$ cat src/rtl/banco_dump_if.sv
`default_nettype none
// ============================================================================
//  banco_dump_if
//  Bank read port plus word-stream handshake between banco_dump and consumer.
//  Rev 1.0
// ============================================================================
interface banco_dump_if #(
    parameter int ADDR_W = 3,
    parameter int DATA_W = 16
);
    logic              start;
    logic [ADDR_W-1:0] SEL;
    logic [DATA_W-1:0] R;
    logic [DATA_W-1:0] dout;
    logic [ADDR_W-1:0] dout_idx;
    logic              dout_valid;
    logic              dout_ready;
    logic              dout_last;
    logic              busy;
    logic              done;
    logic [DATA_W-1:0] checksum;

    modport slave (
        input  start, R, dout_ready,
        output SEL, dout, dout_idx, dout_valid, dout_last, busy, done, checksum
    );

    modport master (
        output start, R, dout_ready,
        input  SEL, dout, dout_idx, dout_valid, dout_last, busy, done, checksum
    );
endinterface
`default_nettype wire

$ cat src/rtl/banco_dump.sv
`default_nettype none
// ============================================================================
//  banco_dump
//  Walks the register bank select, streams each word out with index/last and
//  accumulates a wrap-around checksum of the accepted words.
//  Rev 1.0
// ============================================================================
module banco_dump #(
    parameter int NREG   = 8,
    parameter int ADDR_W = 3,
    parameter int DATA_W = 16
) (
    input  wire          clk,
    input  wire          reset,
    banco_dump_if.slave  bus
);
    localparam logic [ADDR_W-1:0] c_LAST_IDX = ADDR_W'(NREG - 1);

    typedef enum logic [1:0] {
        S_IDLE = 2'd0,
        S_LOAD = 2'd1,
        S_SEND = 2'd2,
        S_DONE = 2'd3
    } state_t;

    state_t            r_state;
    logic [ADDR_W-1:0] r_idx;
    logic [DATA_W-1:0] r_dout;
    logic [ADDR_W-1:0] r_dout_idx;
    logic              r_dout_valid;
    logic              r_dout_last;
    logic              r_busy;
    logic              r_done;
    logic [DATA_W-1:0] r_checksum;

    always_ff @(posedge clk or negedge reset) begin
        if (!reset) begin
            r_state      <= S_IDLE;
            r_idx        <= '0;
            r_dout       <= '0;
            r_dout_idx   <= '0;
            r_dout_valid <= 1'b0;
            r_dout_last  <= 1'b0;
            r_busy       <= 1'b0;
            r_done       <= 1'b0;
            r_checksum   <= '0;
        end else begin
            case (r_state)
                S_IDLE: begin
                    r_idx <= '0;
                    if (bus.start) begin
                        r_checksum <= '0;
                        r_busy     <= 1'b1;
                        r_state    <= S_LOAD;
                    end
                end
                // SEL has been stable for a full cycle, so R is settled here
                S_LOAD: begin
                    r_dout       <= bus.R;
                    r_dout_idx   <= r_idx;
                    r_dout_last  <= (r_idx == c_LAST_IDX);
                    r_dout_valid <= 1'b1;
                    r_state      <= S_SEND;
                end
                S_SEND: begin
                    if (r_dout_valid && bus.dout_ready) begin
                        r_checksum   <= r_checksum + r_dout;
                        r_dout_valid <= 1'b0;
                        r_dout_last  <= 1'b0;
                        if (r_idx == c_LAST_IDX) begin
                            r_done  <= 1'b1;
                            r_state <= S_DONE;
                        end else begin
                            r_idx   <= r_idx + 1'b1;
                            r_state <= S_LOAD;
                        end
                    end
                end
                S_DONE: begin
                    r_done  <= 1'b0;
                    r_busy  <= 1'b0;
                    r_idx   <= '0;
                    r_state <= S_IDLE;
                end
                default: r_state <= S_IDLE;
            endcase
        end
    end

    assign bus.SEL        = r_idx;
    assign bus.dout       = r_dout;
    assign bus.dout_idx   = r_dout_idx;
    assign bus.dout_valid = r_dout_valid;
    assign bus.dout_last  = r_dout_last;
    assign bus.busy       = r_busy;
    assign bus.done       = r_done;
    assign bus.checksum   = r_checksum;
endmodule
`default_nettype wire

$ cat src/flat_wrapper.sv
// flat-port wrapper written by rule: the top's interface ports become plain ports
module banco_dump_flat 
#(
    parameter int NREG   = 8,
    parameter int ADDR_W = 3,
    parameter int DATA_W = 16
)
  (clk, reset, bus_start, bus_R, bus_dout_ready, bus_SEL, bus_dout, bus_dout_idx, bus_dout_valid, bus_dout_last, bus_busy, bus_done, bus_checksum);
  banco_dump_if #(.ADDR_W(ADDR_W), .DATA_W(DATA_W)) bus_i ();
  input  wire clk;
  input  wire reset;
  input wire logic [$bits(bus_i.start)-1:0] bus_start;
  input wire logic [$bits(bus_i.R)-1:0] bus_R;
  input wire logic [$bits(bus_i.dout_ready)-1:0] bus_dout_ready;
  output wire logic [$bits(bus_i.SEL)-1:0] bus_SEL;
  output wire logic [$bits(bus_i.dout)-1:0] bus_dout;
  output wire logic [$bits(bus_i.dout_idx)-1:0] bus_dout_idx;
  output wire logic [$bits(bus_i.dout_valid)-1:0] bus_dout_valid;
  output wire logic [$bits(bus_i.dout_last)-1:0] bus_dout_last;
  output wire logic [$bits(bus_i.busy)-1:0] bus_busy;
  output wire logic [$bits(bus_i.done)-1:0] bus_done;
  output wire logic [$bits(bus_i.checksum)-1:0] bus_checksum;
  assign bus_i.start = bus_start;
  assign bus_i.R = bus_R;
  assign bus_i.dout_ready = bus_dout_ready;
  assign bus_SEL = bus_i.SEL;
  assign bus_dout = bus_i.dout;
  assign bus_dout_idx = bus_i.dout_idx;
  assign bus_dout_valid = bus_i.dout_valid;
  assign bus_dout_last = bus_i.dout_last;
  assign bus_busy = bus_i.busy;
  assign bus_done = bus_i.done;
  assign bus_checksum = bus_i.checksum;
  banco_dump #(.NREG(NREG), .ADDR_W(ADDR_W), .DATA_W(DATA_W)) u_core (.clk(clk), .reset(reset), .bus(bus_i));
endmodule
$ cat config.mk
export PLATFORM = sky130hd
export DESIGN_NAME = banco_dump_flat
export DESIGN_NICKNAME = d
export VERILOG_FILES = /design/src/rtl/banco_dump_if.sv /design/src/rtl/banco_dump.sv /design/src/flat_wrapper.sv
export SDC_FILE = /design/constraint.sdc
export NUM_CORES = 1
export LEC_CHECK = 0
export ABC_AREA = 1
export BUFFER_PORTS_ARGS = -buffer_cell sky130_fd_sc_hd__buf_2
export CAP_MARGIN = 40
export CORE_ASPECT_RATIO = 1.75
export CORE_UTILIZATION = 45
export CTS_BUF_LIST = sky130_fd_sc_hd__clkbuf_4
export CTS_CLUSTER_SIZE = 40
export DETAILED_ROUTE_END_ITERATION = 12
export MAX_ROUTING_LAYER = met4
export PLACE_DENSITY = 0.73
export SETUP_SLACK_MARGIN = 0.1
export SYNTH_ARGS = -nofsm -noshare
export SYNTH_HDL_FRONTEND = slang
export SYNTH_SLANG_ARGS = --single-unit
$ cat constraint.sdc
create_clock -name clk -period 1.95 [get_ports clk]
set_input_delay 0.2925 -clock clk [delete_from_list [all_inputs] [get_ports clk]]
set_output_delay 0.2925 -clock clk [all_outputs]
set_load 0.005 [all_outputs]
# After elaboration in Yosys (flattened, before gate mapping)
# Index checks and enable logic that the tools add are counted.
# classes
add_sub_neg	2
n_eq_ne	8
n_mux	18
n_reduce_logical	14
# op_table
cell	n
$mux 16	2
$pmux 16 s2	1
$add 16x16->16	1
$reduce_bool 2->1	5
$reduce_and 3->1	3
$pmux 1 s2	4
$pmux 2 s4	1
$mux 2	3
$mux 3	2
$pmux 3 s2	1
$reduce_and 2->1	3
$eq 2x2->1 const B	2
$mux 1	4
$ne 2x1->1 const B	2
$ne 2x2->1 const B	2
$add 3x1->3 const B	1
$eq 3x3->1 const B	1
$eq 2x1->1 const B	1
$logic_not 2->1	1
$reduce_or 2->1	1
$logic_and 1x1->1	1
# totals
register_bits	44
input_bits	20
output_inout_bits	42
wordCells	51

# Depth between registers and ports, before layout
# depth
word_depth	4
depth_mapped	11
mapped_depth_nobuf	11

# Least setup slack after synthesis
# No wires, ideal clock.
# synth_path
kind	reg-to-reg
from	register u_core.r_checksum[0], in the netlist u_core.bus.checksum[0]
to	register u_core.r_checksum[12], in the netlist u_core.bus.checksum[12]
t_arrival_ns	1.489
t_required_ns	1.833
slack_ns	0.344
stages_incl_launch_ff	12
path_buffers	0
period_less_slack_ns	1.606
cell_sequence	dfrtp_1 > ha_1 > inv_1 > fa_1 > inv_1 > nand3_1 > nand3_1 > nand3_1 > nand3_1 > nand2_1 > nand3_1 > nand2_1
# synth_between
elab_chain_cells	3
# synth_rtl
item	line_no	source
from (decl)	banco_dump.sv:34	logic [DATA_W-1:0] r_checksum;
from (signal assigned)	banco_dump.sv:67	r_checksum <= r_checksum + r_dout;
$add 16x16->16	banco_dump.sv:67	
$mux 16	banco_dump.sv:66	if (r_dout_valid && bus.dout_ready) begin
$pmux 16 s2	banco_dump.sv:48	case (r_state)
# Every way passes these cells. The select of a mux whose other input is x is not followed.
# A chain may end at the register's enable or synchronous reset.

# Final worst setup path
# layout_path
from	register u_core.r_checksum[0], in the netlist u_core.bus.checksum[0]
to	register u_core.r_checksum[8], in the netlist u_core.bus.checksum[8]
# Same word-level chain as after synthesis.

==> impl_metrics.py <==
metrics = {
    "power": {
        "p_int_w": 0.00268,
        "pwr-share-comb_pct": 60.3,
        "switching_power_w": 0.00260,
        "p_leak_nw": 1.96,
        "finalPower_w": 0.00528,
        "swShare_pct": 49.3,
        "power_frac_clock_pct": 8.3,
        "vdd_drop_max_mv": 0.974,
        "powerDensity_nw_per_um2": 1630,
        "pwr-share-seq_pct": 31.4,
    },
    "sta": {
        "hold_viol": 0,
        "skew_ns": 0.0163,
        "setup_tns_ns": 0,
        "rsz0062_at_grt": "true",
        "postLayoutSetupSlackWorst_ns": 0.230,
        "fin_crit_sh_pct": 88.2,
        "finalSetupViolCount": 0,
        "maxSlewHeadroom_pct": 67.4,
        "tightest_slew_ns": 0.489,
        "max_freq_ghz": 0.582,
        "fin_hold_ws_ns": 0.116,
        "drv_slew": 0,
        "layout_min_cycle_time_ns": 1.72,
    },
    "grt": {
        "grt_max_degree": 26,
        "grt_pass1_vias": 2504,
        "grt_util_all_layers_pct": 23.6,
        "antenna_found_initial": 0,
        "grt-ovfl-total": 0,
        "grt_pass1_wl_um": 11200,
    },
    "floorplanning": {
        "rows": 37,
        "io_pins": 62,
        "dieWidth_um": 61.0,
        "core_sq_um": 5880,
        "die_area_sq_um": 6430,
        "die_y_um": 105,
        "initial_utilization_pct": 46.7,
    },
    "critical_path": {
        "arrival_ns": 1.99,
        "end_kind": "flip-flop",
        "crit_slowest_cell": "dfrtp_1",
        "crit_fanout": 4,
        "crit_path_start": "u_core.bus.checksum[0]$_DFFE_PN0P_",
        "crit_top_cell": "nand2_1",
        "cp_data_required_time_ns": 2.22,
        "slowest_delay_ns": 0.39,
        "r2r-start": "u_core.bus.checksum[0]$_DFFE_PN0P_",
        "path_cells": "ha_1, inv_1, fa_1, inv_1, nand3_1, nand3_2, nand2_1, nand3_1, nand2_1, nand2_1, o21ai_1",
        "start_kind": "flip-flop",
        "path_class": "reg2reg",
    },
    "route": {
        "wirelength_um": 6710,
        "vias": 2551,
        "drtIter0Drc": 104,
        "wire_per_inst_um": 12.8,
        "via_per_inst": 4.89,
        "antenna_left": 0,
        "dr.pass1.iters": 4,
        "drc": 0,
    },
    "min_path": {
        "hold_start": "bus_R[4]",
        "worstHoldPathType": "in2reg",
    },
    "logic_synthesis": {
        "synth_warnings": 0,
        "synth_flop_cell": "dfrtp_1",
        "async_flop_share_pct": 100,
        "yosys.area.top_type": "dfrtp_1",
        "yosys.area.top_type_share_pct": 40.1,
        "synth_area_per_cell_sq_um": 7.36,
        "ys_top_cells_by_area": "dfrtp_1 (40%), nand2_1 (20%), ha_1 (10%)",
        "synthTopCellsByCount": "nand2_1 (149), inv_1 (53), dfrtp_1 (44)",
        "yosysUniqueCellTypes": 32,
        "synth_edf_count": 0,
        "synth-seq-area-share_pct": 40.1,
        "syn_nets": 416,
        "ys_ff_latch": 44,
        "yosysMostFrequentCell": "nand2_1",
        "synthCells": 373,
        "netlist_area_sq_um": 2740,
    },
    "placed_design": {
        "place_ws_ns": 0.153,
        "hpwl_um": 5150,
        "place_inst": 511,
        "place.gp.congestion": 0.893,
        "io_buffers": 61,
    },
    "clock_tree": {
        "clkTransAtPathRegs_ns": 0.14,
        "cts-root-buf": "clkbuf_4",
        "cts_num_sinks": 44,
        "cts_tree": "yes",
        "htreeDepth": 2,
        "clock_path_buffers": 2,
        "cts_buffers": 5,
        "insertion_delay_ns": 0.36,
    },
    "final_layout": {
        "syn_to_final_growth_pct": 18.2,
        "nets": 486,
        "finalNonFillerCells": 522,
        "diodes": 0,
        "drive_above_1_share_pct": 20.9,
    },
    "flow_run": {
        "cap_violations": 0,
    },
    "status": {
        "status": "complete, no violations",
    },
}
cell type report:
cell class,count,area [sq um]
well taps,78,97.6
inverters,57,219
clock buffers,5,37.5
multi-input cells,267,1400
fillers,573,2640
flip-flops and latches,44,1100
repair buffers,68,373
clock inverters,3,13.8
worst paths after layout:
path,end,slack [ns],depth (start not counted)
worst max-delay path,u_core.bus.checksum[8]$_DFFE_PN0P_,0.23,11
worst min-delay path,u_core.bus.dout[4]$_DFFE_PN0P_,0.12,3
worst max register to register,u_core.bus.checksum[8]$_DFFE_PN0P_,0.23,11
worst min register to register,u_core.bus.dout_idx[0]$_DFFE_PN0P_,0.48,2
max in group asynchronous,u_core.r_state[0]$_DFFE_PN0P_,1.02,3
min in group asynchronous,u_core.bus.dout[4]$_DFFE_PN0P_,0.40,2
sequential cells by signal (all words and copies together), names as in the netlist:
register	cells
u_core.bus.dout_valid	1
u_core.bus.dout	16
u_core.bus.busy	1
u_core.bus.SEL	3
u_core.r_state	2
u_core.bus.dout_idx	3
u_core.bus.checksum	16
u_core.bus.done	1
u_core.bus.dout_last	1
power groups by stage:
stage               sequential [W]  combinational (W)  clock (W)
global route               0.00172            0.00365   0.000488
finish                     0.00166            0.00319   0.000437
global placement           0.00167            0.00306          0
CTS                        0.00167            0.00316   0.000451
floorplan                  0.00165            0.00219          0
detailed placement         0.00169            0.00314          0
repair_timing:
action | 4_1_cts | 5_1_grt
setup buffers | 0 | 2
endpoints found under the hold margin | 19 | 0
hold buffers | 1 | 0
setup endpoints to repair | 0 | 12
resized for setup | 0 | 6
layout by cell type (no fill, tap or decap), types with 3 or more instances in the layout:
master    Yosys  final
a21oi_1      13     13
buf_2         1     61
buf_4         0      5
clkbuf_4      0      5
dfrtp_1      44     44
ha_1         22     22
inv_1        53     53
nand2_1     149    148
nand2_2       9     10
nand3_1      20     18
nand3b_1      3      3
nor2_1       11     11
nor3_1        3      3
o21ai_0      18     17
cell families after synthesis:
kind of cell | share of synthesized area [%]
AOI/OAI and AO/OA | 8.66
xor gates and xnor gates | 0.958
adders and majority gates | 10.8
buffers and inverters | 9.21
DFF | 40.1
and+or+nand+nor | 30.3
critical path, delay by kind of cell (launching register included):
kind,cells,cell delay (ns)
simple gates,6,0.48
flops,1,0.39
fa+ha+maj,2,0.52
compound gates,1,0.06
buf+inv,2,0.17
per-layer routing:
metal / GRT usage, % / part of all wire [%] / vias up
li1: - / - / 1299
met1: 26.2 / 39 / 1166
met3: 2.45 / 3.6 / 22
met4: 12.3 / 3.7 / 0
met5: - / 0 / -
met2: 39.9 / 54 / 64
through the flow:
step | cell area [sq um] | utilization (%)
3_3_place_gp | 3150 | 53.6
4_1_cts | 3210 | 54.7
6_report | 3240 | 55.2
5_1_grt | 3240 | 55.2
2_1_floorplan | 2740 | -
3_5_place_dp | 3150 | 53.6
(Power assumes the default switching activity.)
